## config.mk

```make
export PLATFORM = sky130hd
export DESIGN_NAME = mux4_scan_ctrl
export DESIGN_NICKNAME = d
export VERILOG_FILES = /design/src/rtl/mux4_scan_ctrl_pkg.sv /design/src/rtl/mux4_next_chan.sv /design/src/rtl/mux4_scan_ctrl.sv
export SDC_FILE = /design/constraint.sdc
export NUM_CORES = 1
export LEC_CHECK = 0
export CORE_AREA = 10 10 61 63
export DETAILED_ROUTE_END_ITERATION = 6
export DIE_AREA = 0 0 71 73
export HOLD_SLACK_MARGIN = 0.05
export PLACE_DENSITY = 0.67
export SYNTH_ARGS = -nofsm -noshare
export SYNTH_HDL_FRONTEND = slang
export SYNTH_HIERARCHICAL = 1
export SYNTH_SLANG_ARGS = --single-unit
```

## constraint.sdc

```tcl
create_clock -name clk -period 3.2 [get_ports clk]
set_input_delay 0.64 -clock clk [delete_from_list [all_inputs] [get_ports clk]]
set_output_delay 0.64 -clock clk [all_outputs]
set_load 0.02 [all_outputs]
```

## src/rtl/mux4_scan_ctrl_pkg.sv

```systemverilog
// Shared types and constants for the 4-channel mux scan controller.
package mux4_scan_ctrl_pkg;

    localparam int NUM_CH = 4;
    localparam int SEL_W  = 2;
    localparam int CNT_W  = 4;

    typedef enum logic [1:0] {
        ST_IDLE,
        ST_SETTLE,
        ST_SAMPLE,
        ST_DONE
    } state_e;

endpackage

```

## src/rtl/mux4_next_chan.sv

```systemverilog
// Priority picker: lowest enabled channel above (or at, when incl) cur.
module mux4_next_chan
    import mux4_scan_ctrl_pkg::*;
(
    input  logic [NUM_CH-1:0] mask,
    input  logic [SEL_W-1:0]  cur,
    input  logic              incl,
    output logic [SEL_W-1:0]  nxt,
    output logic              found
);

    always_comb begin
        nxt   = '0;
        found = 1'b0;
        // Descending scan so the lowest qualifying index wins.
        for (int i = NUM_CH - 1; i >= 0; i--) begin
            if (mask[i] && ((i > int'(cur)) || (incl && (i == int'(cur))))) begin
                nxt   = SEL_W'(i);
                found = 1'b1;
            end
        end
    end

endmodule

```

## src/rtl/mux4_scan_ctrl.sv

```systemverilog
// Scans enabled inputs of a 4:1 mux, settling sel before each capture,
// and assembles the captured bits into a frame.
module mux4_scan_ctrl
    import mux4_scan_ctrl_pkg::*;
#(
    parameter int SETTLE = 2
) (
    input  logic              clk,
    input  logic              rst_n,
    input  logic              start,
    input  logic [NUM_CH-1:0] chan_en,
    input  logic              mux_out,
    output logic [SEL_W-1:0]  sel,
    output logic              busy,
    output logic              sample_valid,
    output logic [SEL_W-1:0]  sample_chan,
    output logic              sample_data,
    output logic [NUM_CH-1:0] frame,
    output logic              frame_valid
);

    localparam logic [CNT_W-1:0] CNT_LOAD = CNT_W'(SETTLE - 1);

    state_e            state_q, state_d;
    logic [CNT_W-1:0]  cnt_q, cnt_d;
    logic [NUM_CH-1:0] en_q, en_d;
    logic [SEL_W-1:0]  sel_q, sel_d;
    logic [NUM_CH-1:0] frame_q, frame_d;
    logic [SEL_W-1:0]  sc_q, sc_d;
    logic              sd_q, sd_d;
    logic              sv_q, sv_d;
    logic              fv_q, fv_d;

    logic              idle;
    logic [NUM_CH-1:0] pk_mask;
    logic [SEL_W-1:0]  pk_cur;
    logic [SEL_W-1:0]  pk_nxt;
    logic              pk_found;

    assign idle = (state_q == ST_IDLE);

    // In IDLE the picker sees the live mask for the first pick.
    assign pk_mask = idle ? chan_en : en_q;
    assign pk_cur  = idle ? '0 : sel_q;

    mux4_next_chan u_pick (
        .mask  (pk_mask),
        .cur   (pk_cur),
        .incl  (idle),
        .nxt   (pk_nxt),
        .found (pk_found)
    );

    always_comb begin
        state_d = state_q;
        cnt_d   = cnt_q;
        en_d    = en_q;
        sel_d   = sel_q;
        frame_d = frame_q;
        sc_d    = sc_q;
        sd_d    = sd_q;
        sv_d    = 1'b0;
        fv_d    = 1'b0;
        unique case (state_q)
            ST_IDLE: begin
                if (start) begin
                    frame_d = '0;
                    if (chan_en != '0) begin
                        en_d    = chan_en;
                        sel_d   = pk_nxt;
                        cnt_d   = CNT_LOAD;
                        state_d = ST_SETTLE;
                    end else begin
                        fv_d = 1'b1;
                    end
                end
            end
            ST_SETTLE: begin
                if (cnt_q == '0) begin
                    state_d = ST_SAMPLE;
                end else begin
                    cnt_d = cnt_q - 1'b1;
                end
            end
            ST_SAMPLE: begin
                frame_d[sel_q] = mux_out;
                sd_d           = mux_out;
                sc_d           = sel_q;
                sv_d           = 1'b1;
                if (pk_found) begin
                    sel_d   = pk_nxt;
                    cnt_d   = CNT_LOAD;
                    state_d = ST_SETTLE;
                end else begin
                    fv_d    = 1'b1;
                    state_d = ST_DONE;
                end
            end
            ST_DONE: begin
                state_d = ST_IDLE;
            end
        endcase
    end

    always_ff @(posedge clk or negedge rst_n) begin
        if (!rst_n) begin
            state_q <= ST_IDLE;
            cnt_q   <= '0;
            en_q    <= '0;
            sel_q   <= '0;
            frame_q <= '0;
            sc_q    <= '0;
            sd_q    <= 1'b0;
            sv_q    <= 1'b0;
            fv_q    <= 1'b0;
        end else begin
            state_q <= state_d;
            cnt_q   <= cnt_d;
            en_q    <= en_d;
            sel_q   <= sel_d;
            frame_q <= frame_d;
            sc_q    <= sc_d;
            sd_q    <= sd_d;
            sv_q    <= sv_d;
            fv_q    <= fv_d;
        end
    end

    assign sel          = sel_q;
    assign busy         = !idle;
    assign sample_valid = sv_q;
    assign sample_chan  = sc_q;
    assign sample_data  = sd_q;
    assign frame        = frame_q;
    assign frame_valid  = fv_q;

endmodule

```

==> results.toml <==
[cts]
cts_sinks = 21
post_cts.repair.setup_buffers = 0
clk_pin_slew_ps = 120
cts_made_buffers = 3
clk_latency_ps = 300
cts_tree = "yes"
cts_hold_buf = 0
clk_path_buf_depth = 2
htree_levels = 1
cts-root-buf = "clkbuf_4"
ctsResizeCount = 0

[global_route]
grt_first_pass_wirelength_mm = 4.49
grt_pass1_vias = 915
grt_usage = 0.104
grt_util_met2 = 0.174
antenna_found_initial = 0
globalRouteMet1Util = 0.130
grt_max_degree = 22
use_met3 = 0.0204
busiest_layer = "met2"
overflow = 0

[detailed_routing]
drtIter0Drc = 56
vias = 883
vias_per_cell = 5.38
drc = 0
wl_per_cell_um = 15.5
drt_wl_total_mm = 2.54
drt-pass1-iter-count = 4
ant_nets = 0

[worst_setup_path]
cp_slowest_cell = "dfrtp_1"
cp_max_fo = 11
path_delay_family = "simple AND/OR/NAND/NOR gates"
required_ps = 3400
worst-path-buf-inv = 1
path_cells = "or2_0, inv_1, mux2_2, nor2b_1, o21ai_0, a21oi_1, nand2b_1, nand3b_1, o21ai_2, mux2_1"
critPathMaxStageDelay_ps = 390
arrival_ps = 2970
worstSetupPathType = "flip-flop to flip-flop"
cp-end-kind = "flip-flop"
cp-start-kind = "flip-flop"

[run]
cap_violations = 0

[synth]
syn_nets = 121
syn-cell-area_mm2 = 0.00116
synth_area_leaders = "dfrtp_1, mux2_2, nand2_1, o41ai_4, nor2_1"
ys_ff_latch = 21
yosysTopAreaCellShare = 0.454
async_flop_share = 1.00
synth_cell_types = 43
dominantRegCellSynth = "dfrtp_1"
syn_area_per_cell_um2 = 10.3
syn_inst = 112
ys_seq_area_frac = 0.454
synth_edf_count = 0
ys_warn_count = 6
synth_top_area_cell = "dfrtp_1"

[layout]
layout_common_cells = "dfrtp_1, clkdlybuf4s50_1, nand2_1"
layoutNonFillerInstCount = 164
diodes = 0
final_common_cell = "dfrtp_1"
area_delta_synth_final_pct = 21.8
nNetsFinal = 143
fillCellCount = 242
drive_above_1_share = 0.150

[place]
place_inst = 160
gp_congestion = 0.738
hpwl_mm = 1.93
io_buffers = 19

[power]
totalPowerFinal_mw = 1.37
total_leakage_power_nw = 0.607
ir_worst_vdd_mv = 0.480
power_density_mw_per_mm2 = 975
net-switching-power_mw = 0.582
p_clk_frac = 0.095
seqPwrFrac = 0.329
internal_power_mw = 0.792
swShare = 0.424
power_frac_comb = 0.576

[sta]
setup_viol = 0
max-slew-margin-rel = 0.359
rsz0062_at_grt = "false"
finalHoldViolCount = 0
setup_tns_ps = 0
fin_crit_sh = 0.864
worst_pin_slew_ps = 959
fin_skew_ps = 3.78
maxSlewViolCount = 0
clock.fmax_ghz = 0.362
finalCriticalPeriod_ps = 2770

[floorplan]
die_w_um = 71
rows = 19
start_util = 0.443
ios = 20
coreArea_mm2 = 0.00262
die_area_mm2 = 0.00518
fp.dieH_um = 73

[min_path]
hold_class = "flip-flop to flip-flop"

[outcome]
outcome = "completed"
==> per-stage QoR <==
stage	worst slack (ps)	util	cell area (um2)	hold WS, ps
floorplan	549	-	1160	344
global placement	463	0.529	1380	466
detailed placement	431	0.529	1380	473
CTS	424	0.539	1410	506
global route	267	0.539	1410	527
finish	434	0.539	1410	508
==> per-layer routing <==
layer | routed length [um] | vias up
met2 | 1250 | 6
met5 | 0 | -
li1 | - | 460
met3 | 70 | 2
met4 | 14 | 0
met1 | 1200 | 415
==> state kept, by name, indices dropped and copies added (netlist names) <==
signal and flops:
sample_valid 1, frame 4, sample_chan 2, sample_data 1, cnt_q 4, frame_valid 1, en_q 4, state_q 2
sel 2
==> area by class of cell <==
| class | instances | area (um2) | area share |
|---|---|---|---|
| Multi-Input combinational cell | 80 | 587 | 0.416 |
| Sequential cell | 21 | 526 | 0.373 |
| Timing Repair Buffer | 21 | 205 | 0.146 |
| Tap cell | 31 | 38.8 | 0.0275 |
| Inverter | 7 | 26.3 | 0.0186 |
| Clock buffer | 3 | 22.5 | 0.0160 |
| Clock inverter | 1 | 5.00 | 0.00355 |
==> worst paths after layout <==
kind                                      from        endpoint  slack [ps]  depth (start not counted)
worst min-delay path            sample_chan[1]  sample_chan[1]         510                          1
worst min register to register  sample_chan[1]  sample_chan[1]         510                          1
min in group asynchronous                rst_n         en_q[0]         850                          1
worst max-delay path                state_q[1]          sel[0]         430                         10
max in group asynchronous                rst_n        cnt_q[2]        1770                          1
worst max register to register      state_q[1]          sel[0]         430                         10
==> synth_stat cells (2+ instances only) <==
master      n
nand2b_1    3
a21oi_1     3
nor3_1      2
o2111ai_1   3
nor2b_1     3
a22o_1      2
inv_1       6
mux2_1      2
nand2_1     9
nor3b_1     2
or3_1       2
o21ai_0     2
a31oi_1     2
a32o_1      2
dfrtp_1    21
mux2_2      8
nor4bb_1    2
nand3_1     5
clkbuf_1    3
nor2_1      7
==> cells by family (layout without fill, tap and decap cells) <==
| group | after synthesis | in the layout | share of synthesized area |
|---|---|---|---|
| flops | 21 | 21 | 0.454 |
| mux | 10 | 10 | 0.0973 |
| buf+inv | 11 | 32 | 0.0389 |
| simple gates | 43 | 43 | 0.203 |
| fa+ha+maj | 2 | 2 | 0.0205 |
| compound gates | 25 | 25 | 0.186 |
==> worst register-to-register path: stages, from the launching register on <==
cell and delay (ps):
dfrtp_1 390, or2_0 360, inv_1 330, mux2_2 380, nor2b_1 140, o21ai_0 140
a21oi_1 100, nand2b_1 180, nand3b_1 210, o21ai_2 100, mux2_1 320
==> power groups by stage <==
stage	Clock, mW	Combinational (mW)	Sequential (mW)
2_1_floorplan	0	0.517	0.496
3_3_place_gp	0	0.788	0.453
3_5_place_dp	0	0.801	0.457
4_1_cts	0.136	0.802	0.452
5_1_grt	0.144	0.885	0.473
6_report	0.130	0.792	0.452
(Power assumes the default switching activity.)
